--- src/rtl/puf_pkg.sv ---
// Shared definitions for the PUF measurement controller.
// Holds the FSM state type and the default timing/width constants
// used by puf_measure_ctrl and puf_edge_counter.
package puf_pkg;

  // Measurement sequencer states
  typedef enum logic [2:0] {
    IDLE    = 3'd0,
    SETTLE  = 3'd1,
    MEASURE = 3'd2,
    COMPARE = 3'd3,
    FINISH  = 3'd4
  } puf_state_t;

  // Default clk cycles per counting window
  localparam int PUF_WINDOW_CYCLES = 256;
  // Default clk cycles of mux/synchronizer settling after each sel change
  localparam int PUF_SETTLE_CYCLES = 4;
  // Default edge counter width
  localparam int PUF_CNT_W         = 12;
  // Default number of response bits per run
  localparam int PUF_NUM_BITS      = 8;

  // Width of a timer that must reach max(window, settle) - 1
  function automatic int puf_timer_w(input int window_cycles, input int settle_cycles);
    int longest;
    longest = (window_cycles > settle_cycles) ? window_cycles : settle_cycles;
    return (longest > 1) ? $clog2(longest) : 1;
  endfunction

  // Width of the challenge index for a given number of response bits
  function automatic int puf_sel_w(input int num_bits);
    return (num_bits > 1) ? $clog2(num_bits) : 1;
  endfunction

endpackage

--- src/rtl/puf_edge_counter.sv ---
// Synchronizes one raw ring-oscillator output into the clk domain,
// detects synchronized rising edges and counts them with saturation.
// clr has priority over en; the counter sticks at all-ones instead of
// wrapping so a very fast oscillator never looks slow.
module puf_edge_counter
  import puf_pkg::*;
#(
  parameter int CNT_W = PUF_CNT_W
) (
  input  logic             clk,
  input  logic             rst_n,
  input  logic             clr,
  input  logic             en,
  input  logic             ro,
  output logic [CNT_W-1:0] cnt
);

  logic sync_meta;
  logic sync_q;
  logic prev_q;
  logic rise_evt;

  // Two-flop synchronizer for the asynchronous oscillator plus edge-detect history
  always_ff @(posedge clk or negedge rst_n) begin
    if (!rst_n) begin
      sync_meta <= 1'b0;
      sync_q    <= 1'b0;
      prev_q    <= 1'b0;
    end else begin
      sync_meta <= ro;
      sync_q    <= sync_meta;
      prev_q    <= sync_q;
    end
  end

  assign rise_evt = sync_q & ~prev_q;

  // Saturating count of synchronized 0->1 transitions while enabled
  always_ff @(posedge clk or negedge rst_n) begin
    if (!rst_n) begin
      cnt <= '0;
    end else if (clr) begin
      cnt <= '0;
    end else if (en && rise_evt && (cnt != {CNT_W{1'b1}})) begin
      cnt <= cnt + CNT_W'(1);
    end
  end

endmodule

--- src/rtl/puf_measure_ctrl.sv ---
// Clocked PUF measurement controller. For each challenge index it drives
// sel to both oscillator bank muxes, waits SETTLE_CYCLES, counts edges of
// both oscillators for WINDOW_CYCLES, then compares the counts and stores
// (cnt_a > cnt_b) into response[sel].
// Optional feature macro: PUF_TIE_FLAG_EN adds tie_mask, which flags
// response bits whose two counts were equal.
module puf_measure_ctrl
  import puf_pkg::*;
#(
  parameter int WINDOW_CYCLES = PUF_WINDOW_CYCLES,
  parameter int SETTLE_CYCLES = PUF_SETTLE_CYCLES,
  parameter int CNT_W         = PUF_CNT_W,
  parameter int NUM_BITS      = PUF_NUM_BITS,
  parameter int SEL_W         = puf_sel_w(NUM_BITS)
) (
  input  logic                clk,
  input  logic                rst_n,
  input  logic                start,
  input  logic                ro_a,
  input  logic                ro_b,
  output logic [SEL_W-1:0]    sel,
  output logic                busy,
  output logic                done,
  output logic [NUM_BITS-1:0] response
`ifdef PUF_TIE_FLAG_EN
  ,
  output logic [NUM_BITS-1:0] tie_mask
`endif
);

  localparam int TMR_W = puf_timer_w(WINDOW_CYCLES, SETTLE_CYCLES);
  localparam logic [TMR_W-1:0] SETTLE_LAST = TMR_W'(SETTLE_CYCLES - 1);
  localparam logic [TMR_W-1:0] WINDOW_LAST = TMR_W'(WINDOW_CYCLES - 1);
  localparam logic [SEL_W-1:0] SEL_LAST    = SEL_W'(NUM_BITS - 1);

  puf_state_t       state;
  puf_state_t       state_next;
  logic [TMR_W-1:0] timer;
  logic [CNT_W-1:0] cnt_a;
  logic [CNT_W-1:0] cnt_b;
  logic             cnt_clr;
  logic             cnt_en;
  logic             run_start;
  logic             bit_val;
  logic             bit_tie;

  // Counters only run inside the window; everywhere else they are held at zero,
  // which also discards edges seen while the muxes settle.
  assign cnt_en  = (state == MEASURE);
  assign cnt_clr = (state != MEASURE);

  assign run_start = (state == IDLE) && start;
  assign bit_val   = (cnt_a > cnt_b);
  assign bit_tie   = (cnt_a == cnt_b);

  puf_edge_counter #(
    .CNT_W (CNT_W)
  ) u_cnt_a (
    .clk   (clk),
    .rst_n (rst_n),
    .clr   (cnt_clr),
    .en    (cnt_en),
    .ro    (ro_a),
    .cnt   (cnt_a)
  );

  puf_edge_counter #(
    .CNT_W (CNT_W)
  ) u_cnt_b (
    .clk   (clk),
    .rst_n (rst_n),
    .clr   (cnt_clr),
    .en    (cnt_en),
    .ro    (ro_b),
    .cnt   (cnt_b)
  );

  // State register
  always_ff @(posedge clk or negedge rst_n) begin
    if (!rst_n) begin
      state <= IDLE;
    end else begin
      state <= state_next;
    end
  end

  // Next-state decode; start is only honoured in IDLE, so it is ignored
  // while busy and during FINISH.
  always_comb begin
    state_next = state;
    unique case (state)
      IDLE: begin
        if (start) begin
          state_next = SETTLE;
        end
      end
      SETTLE: begin
        if (timer == SETTLE_LAST) begin
          state_next = MEASURE;
        end
      end
      MEASURE: begin
        if (timer == WINDOW_LAST) begin
          state_next = COMPARE;
        end
      end
      COMPARE: begin
        if (sel == SEL_LAST) begin
          state_next = FINISH;
        end else begin
          state_next = SETTLE;
        end
      end
      FINISH: begin
        state_next = IDLE;
      end
      default: begin
        state_next = IDLE;
      end
    endcase
  end

  // Shared settle/window timer, restarted on every state change
  always_ff @(posedge clk or negedge rst_n) begin
    if (!rst_n) begin
      timer <= '0;
    end else if (state_next != state) begin
      timer <= '0;
    end else if ((state == SETTLE) || (state == MEASURE)) begin
      timer <= timer + TMR_W'(1);
    end
  end

  // Challenge index: reset at run start, stepped after each compare except the last
  always_ff @(posedge clk or negedge rst_n) begin
    if (!rst_n) begin
      sel <= '0;
    end else if (run_start) begin
      sel <= '0;
    end else if ((state == COMPARE) && (sel != SEL_LAST)) begin
      sel <= sel + SEL_W'(1);
    end
  end

  // Response word: cleared at run start, one bit written per compare
  always_ff @(posedge clk or negedge rst_n) begin
    if (!rst_n) begin
      response <= '0;
    end else if (run_start) begin
      response <= '0;
    end else if (state == COMPARE) begin
      response[sel] <= bit_val;
    end
  end

  // Registered status: busy covers the whole measurement, done marks FINISH
  always_ff @(posedge clk or negedge rst_n) begin
    if (!rst_n) begin
      busy <= 1'b0;
      done <= 1'b0;
    end else begin
      busy <= (state_next == SETTLE) || (state_next == MEASURE) || (state_next == COMPARE);
      done <= (state_next == FINISH);
    end
  end

`ifdef PUF_TIE_FLAG_EN
  // Tie flags for helper-data processing; saturated-equal counts count as ties
  always_ff @(posedge clk or negedge rst_n) begin
    if (!rst_n) begin
      tie_mask <= '0;
    end else if (run_start) begin
      tie_mask <= '0;
    end else if (state == COMPARE) begin
      tie_mask[sel] <= bit_tie;
    end
  end
`else
  logic unused_tie;
  assign unused_tie = bit_tie;
`endif

endmodule

--- config.mk ---
export PLATFORM = sky130hd
export DESIGN_NAME = puf_measure_ctrl
export DESIGN_NICKNAME = d
export VERILOG_FILES = /design/src/rtl/puf_pkg.sv /design/src/rtl/puf_edge_counter.sv /design/src/rtl/puf_measure_ctrl.sv
export SDC_FILE = /design/constraint.sdc
export NUM_CORES = 1
export LEC_CHECK = 0
export BUFFER_PORTS_ARGS = -buffer_cell sky130_fd_sc_hd__buf_2
export CAP_MARGIN = 0
export CELL_PAD_IN_SITES_DETAIL_PLACEMENT = 0
export CELL_PAD_IN_SITES_GLOBAL_PLACEMENT = 1
export CORE_MARGIN = 5
export CORE_UTILIZATION = 47
export DETAILED_ROUTE_END_ITERATION = 10
export PLACE_DENSITY_LB_ADDON = 0.1
export SYNTH_ARGS = -nofsm -noshare
export SYNTH_HDL_FRONTEND = slang
export SYNTH_SLANG_ARGS = --single-unit
--- constraint.sdc ---
create_clock -name clk -period 2.3 [get_ports clk]
set_input_delay 0.23 -clock clk [delete_from_list [all_inputs] [get_ports clk]]
set_output_delay 0.23 -clock clk [all_outputs]
set_load 0.02 [all_outputs]
==> flow_summary.rst <==
.. list-table::
   :header-rows: 1

   * - Metric
     - Value
   * - H-tree depth
     - 2
   * - Category of the worst setup path launch point
     - flip-flop
   * - Total wire length after detailed routing
     - 5810 um
   * - Synth cell types
     - 44
   * - Total congestion overflow
     - 0
   * - Final Critical Period
     - 2130 ps
   * - Number of vias per cell
     - 5.35
   * - HP Start
     - u_cnt_b.sync_meta
   * - Commonest cells in the netlist
     - sky130_fd_sc_hd__dfrtp_1 (54), sky130_fd_sc_hd__nor2_1 (44), sky130_fd_sc_hd__nand2_1 (22)
   * - Number of flops mapped to enable cells by yosys
     - 0
   * - I/O Buffers
     - 17
   * - I/O pin cnt
     - 18
   * - WL per Instance
     - 14.2 um
   * - Global-route usage over all layers
     - 17.2%
   * - Arr. time, crit path
     - 2310 ps
   * - Hold Path Sink
     - u_cnt_b.sync_q
   * - Maximum clock frequency
     - 0.469 GHz
   * - Number of buffers on the longest clock path
     - 2
   * - Starting density of the core
     - 49.0%
   * - Share of async-settable or async-resettable flops after synthesis
     - 100%
   * - Number of stages on the worst hold path
     - 0
   * - DRT Pass-1 Iters
     - 4
   * - Fraction of layout cells with a size suffix above 1
     - 11.4%
   * - Setup Buffers After CTS
     - 0
   * - Largest net degree at the start of global routing
     - 29
   * - Final hold violation count
     - 0
   * - Global-route wire length before repair
     - 10600 um
   * - Critical path required time
     - 2480 ps
   * - Overall power
     - 2.35 mW
   * - Hpwl dp
     - 4230 um
   * - Iteration-0 DRC count of the detailed router
     - 94
   * - Critical path's slowest cell
     - sky130_fd_sc_hd__dfrtp_1
   * - Floorplan die height
     - 89.0 um
   * - Drt drc
     - 0
   * - Clk slew on worst S/H paths
     - 90 ps
   * - Final design utilization
     - 54.7%
   * - Post-synth top area cell
     - sky130_fd_sc_hd__dfrtp_1
   * - Via count of the first global-routing pass
     - 2246
   * - Headroom to the max-slew limit
     - 46.0%
   * - RSZ-0062 raised after global routing
     - no
   * - Maximum cell stage delay along the critical path
     - 440 ps
   * - Die Area
     - 7920 um^2
   * - Std-Cell Rows
     - 28
   * - Nature of the critical path endpoint
     - flip-flop
   * - Count of final setup violators
     - 0
   * - Post-route fraction of the period consumed by the critical path
     - 92.7%
   * - Synth Net Count
     - 326
   * - Kind of cell with the highest combined delay on the critical path
     - compound AO/OA/AOI/OAI gates
   * - Cell area after layout
     - 3270 um^2
   * - Most frequently used flop master after synthesis
     - sky130_fd_sc_hd__dfrtp_1
   * - Number of clock buffers inserted by TritonCTS
     - 5
   * - Number of max-capacitance violations reported
     - 0
   * - Run status
     - finished clean
   * - Leakage component of the power
     - 1.45 nW
   * - Slew at the pin with the worst max-slew slack
     - 803 ps
   * - Setup Skew
     - 9.57 ps
   * - Largest driver fanout on the critical path
     - 5
   * - WS Path Type
     - flip-flop to flip-flop
   * - RR Startpoint
     - u_cnt_b.cnt[7]
   * - Synthesized instance count
     - 304
   * - Hold WC Path Type
     - flip-flop to flip-flop
   * - Total buffers and inverters traversed by the critical path
     - 1
   * - Clock tree from TritonCTS
     - built
   * - Clock sinks
     - 54
   * - Area Growth Syn to Fin
     - 11.6%
   * - Cells traversed along the worst timing path
     - inv_1 -> ha_1 -> a21oi_1 -> o21ai_0 -> a221o_1 -> o31ai_2 -> a211oi_1
   * - Antenna violations before repair
     - 0
   * - Root buffer cell
     - sky130_fd_sc_hd__clkbuf_8
   * - Post-synth top area share
     - 46.1%
   * - Leading post-synthesis cells by cell area
     - sky130_fd_sc_hd__dfrtp_1 (46%), sky130_fd_sc_hd__ha_1 (7.2%), sky130_fd_sc_hd__nor2_1 (5.6%)
   * - Flops & latches, synth
     - 54
   * - Overall via count from detail_route
     - 2189
   * - Die boundary width
     - 89.0 um
   * - DP Area
     - 3130 um^2
   * - Register-to-Register Path Depth
     - 7
   * - Final count of pins violating max slew
     - 0
   * - Number of warnings reported in the yosys synthesis log
     - 0
   * - Clock latency on the worst-skew pair
     - 310 ps
   * - Peak VDD IR
     - 0.441 mV
   * - Final estimated routing congestion in global placement
     - 0.773
   * - Fillcell total
     - 567
   * - Antenna diodes
     - 0
   * - Antenna-violating nets left
     - 0
   * - Worst path setup slack after routing
     - 169 ps
   * - Setup Total Neg Slack
     - 0 ps
   * - Most frequently used cell type in the post-synthesis netlist
     - sky130_fd_sc_hd__dfrtp_1
   * - Area of the placeable core
     - 5990 um^2
   * - Sequential share of the synthesized area
     - 46.1%
   * - Post-Synthesis Cell Area
     - 2930 um^2
   * - Power density relative to cell area
     - 717 nW/um^2
   * - Setup slack, reg-to-reg
     - 170 ps
   * - Final #Nets
     - 355
   * - Average cell area after synthesis
     - 9.65 um^2
   * - Reg2Reg Capture Point
     - response[4]
   * - Worst slack at placement
     - 162 ps
[metrics by stage]
step | hold slack (ps) | std cells
global placement | 279 | 398
CTS | 6.26 | 407
floorplan | -65.6 | 304
finish | 359 | 409
detailed placement | 286 | 398
global route | 391 | 409
[state kept, by name (all words and copies together) (netlist names)]
| name | cells |
|---|---|
| u_cnt_b.sync_q | 1 |
| timer | 8 |
| u_cnt_b.sync_meta | 1 |
| busy | 1 |
| response | 8 |
| state | 3 |
| u_cnt_a.sync_q | 1 |
| done | 1 |
| u_cnt_a.prev_q | 1 |
| u_cnt_a.cnt | 12 |
| u_cnt_b.prev_q | 1 |
| sel | 3 |
| u_cnt_b.cnt | 12 |
| u_cnt_a.sync_meta | 1 |
[metal layers]
layer  vias up  part of all wire, %  global-route usage [%]
li1       1131                    -                       -
met1      1026                   50                    22.9
met2        26                   46                    28.1
met3         6                  2.3                    3.04
met4         0                  1.6                    6.09
met5         -                    0                       0
[layout by cell type (no fill, tap or decap), types with 4 or more instances in the layout]
cell,Yosys,layout
sky130_fd_sc_hd__nor4_1,8,8
sky130_fd_sc_hd__nor2_1,44,44
sky130_fd_sc_hd__dfrtp_1,54,54
sky130_fd_sc_hd__and3_1,6,6
sky130_fd_sc_hd__nand2b_1,4,4
sky130_fd_sc_hd__buf_4,0,8
sky130_fd_sc_hd__buf_2,1,17
sky130_fd_sc_hd__nand3_1,14,14
sky130_fd_sc_hd__clkbuf_8,0,5
sky130_fd_sc_hd__nor2b_1,5,5
sky130_fd_sc_hd__ha_1,17,17
sky130_fd_sc_hd__a21oi_1,19,19
sky130_fd_sc_hd__o21ai_0,12,12
sky130_fd_sc_hd__nand4_1,8,8
sky130_fd_sc_hd__xnor2_1,17,17
sky130_fd_sc_hd__or3_1,5,5
sky130_fd_sc_hd__nor3_1,6,6
sky130_fd_sc_hd__nand2_1,22,22
sky130_fd_sc_hd__inv_1,17,17
sky130_fd_sc_hd__xor2_1,7,7
[logic make-up after synthesis]
family                   after synthesis  share of synthesized area, %
AO/OA/AOI/OAI                         51                          12.5
XOR/XNOR                              24                          7.16
adder cells (fa/ha/maj)               17                          7.25
buffers and inverters                 23                          3.50
flip-flops                            54                          46.1
multiplexers                           3                          1.02
AND/OR/NAND/NOR                      132                          22.5
[final cells by class]
type	count	area, um^2	area share, %
Clock buffer	6	72.6	2.22
Inverter	17	63.8	1.95
Timing Repair Buffer	28	175	5.35
Tap cell	75	93.8	2.87
Multi-Input combinational cell	227	1480	45.2
Sequential cell	54	1350	41.3
Clock inverter	2	37.5	1.15
[worst max-delay path by stage]
| stage | cells past startpoint | startpoint | end | slack [ps] |
|---|---|---|---|---|
| 3_3_place_gp | 7 | u_cnt_b.cnt[7] | response[4] | 280 |
| 6_report | 7 | u_cnt_b.cnt[7] | response[4] | 170 |
| 5_1_grt | 7 | u_cnt_b.cnt[7] | response[4] | 40 |
| 2_1_floorplan | 7 | u_cnt_b.cnt[7] | response[6] | 420 |
| 3_5_place_dp | 7 | u_cnt_b.cnt[7] | response[6] | 160 |
| 4_1_cts | 7 | u_cnt_b.cnt[7] | response[4] | 160 |
[report_power, final]
part	switching [mW]	total, mW	internal, mW
Clock	0.310	0.635	0.325
Combinational	0.300	0.534	0.234
Sequential	0.128	1.18	1.05
Total	0.738	2.35	1.61
[what timing repair did]
item                      4_1_cts  5_1_grt
hold buffers                    1        2
gates resized for setup         0        0
hold endpoints to repair       26        2
Note: power is estimated with default switching activity, not from simulation.
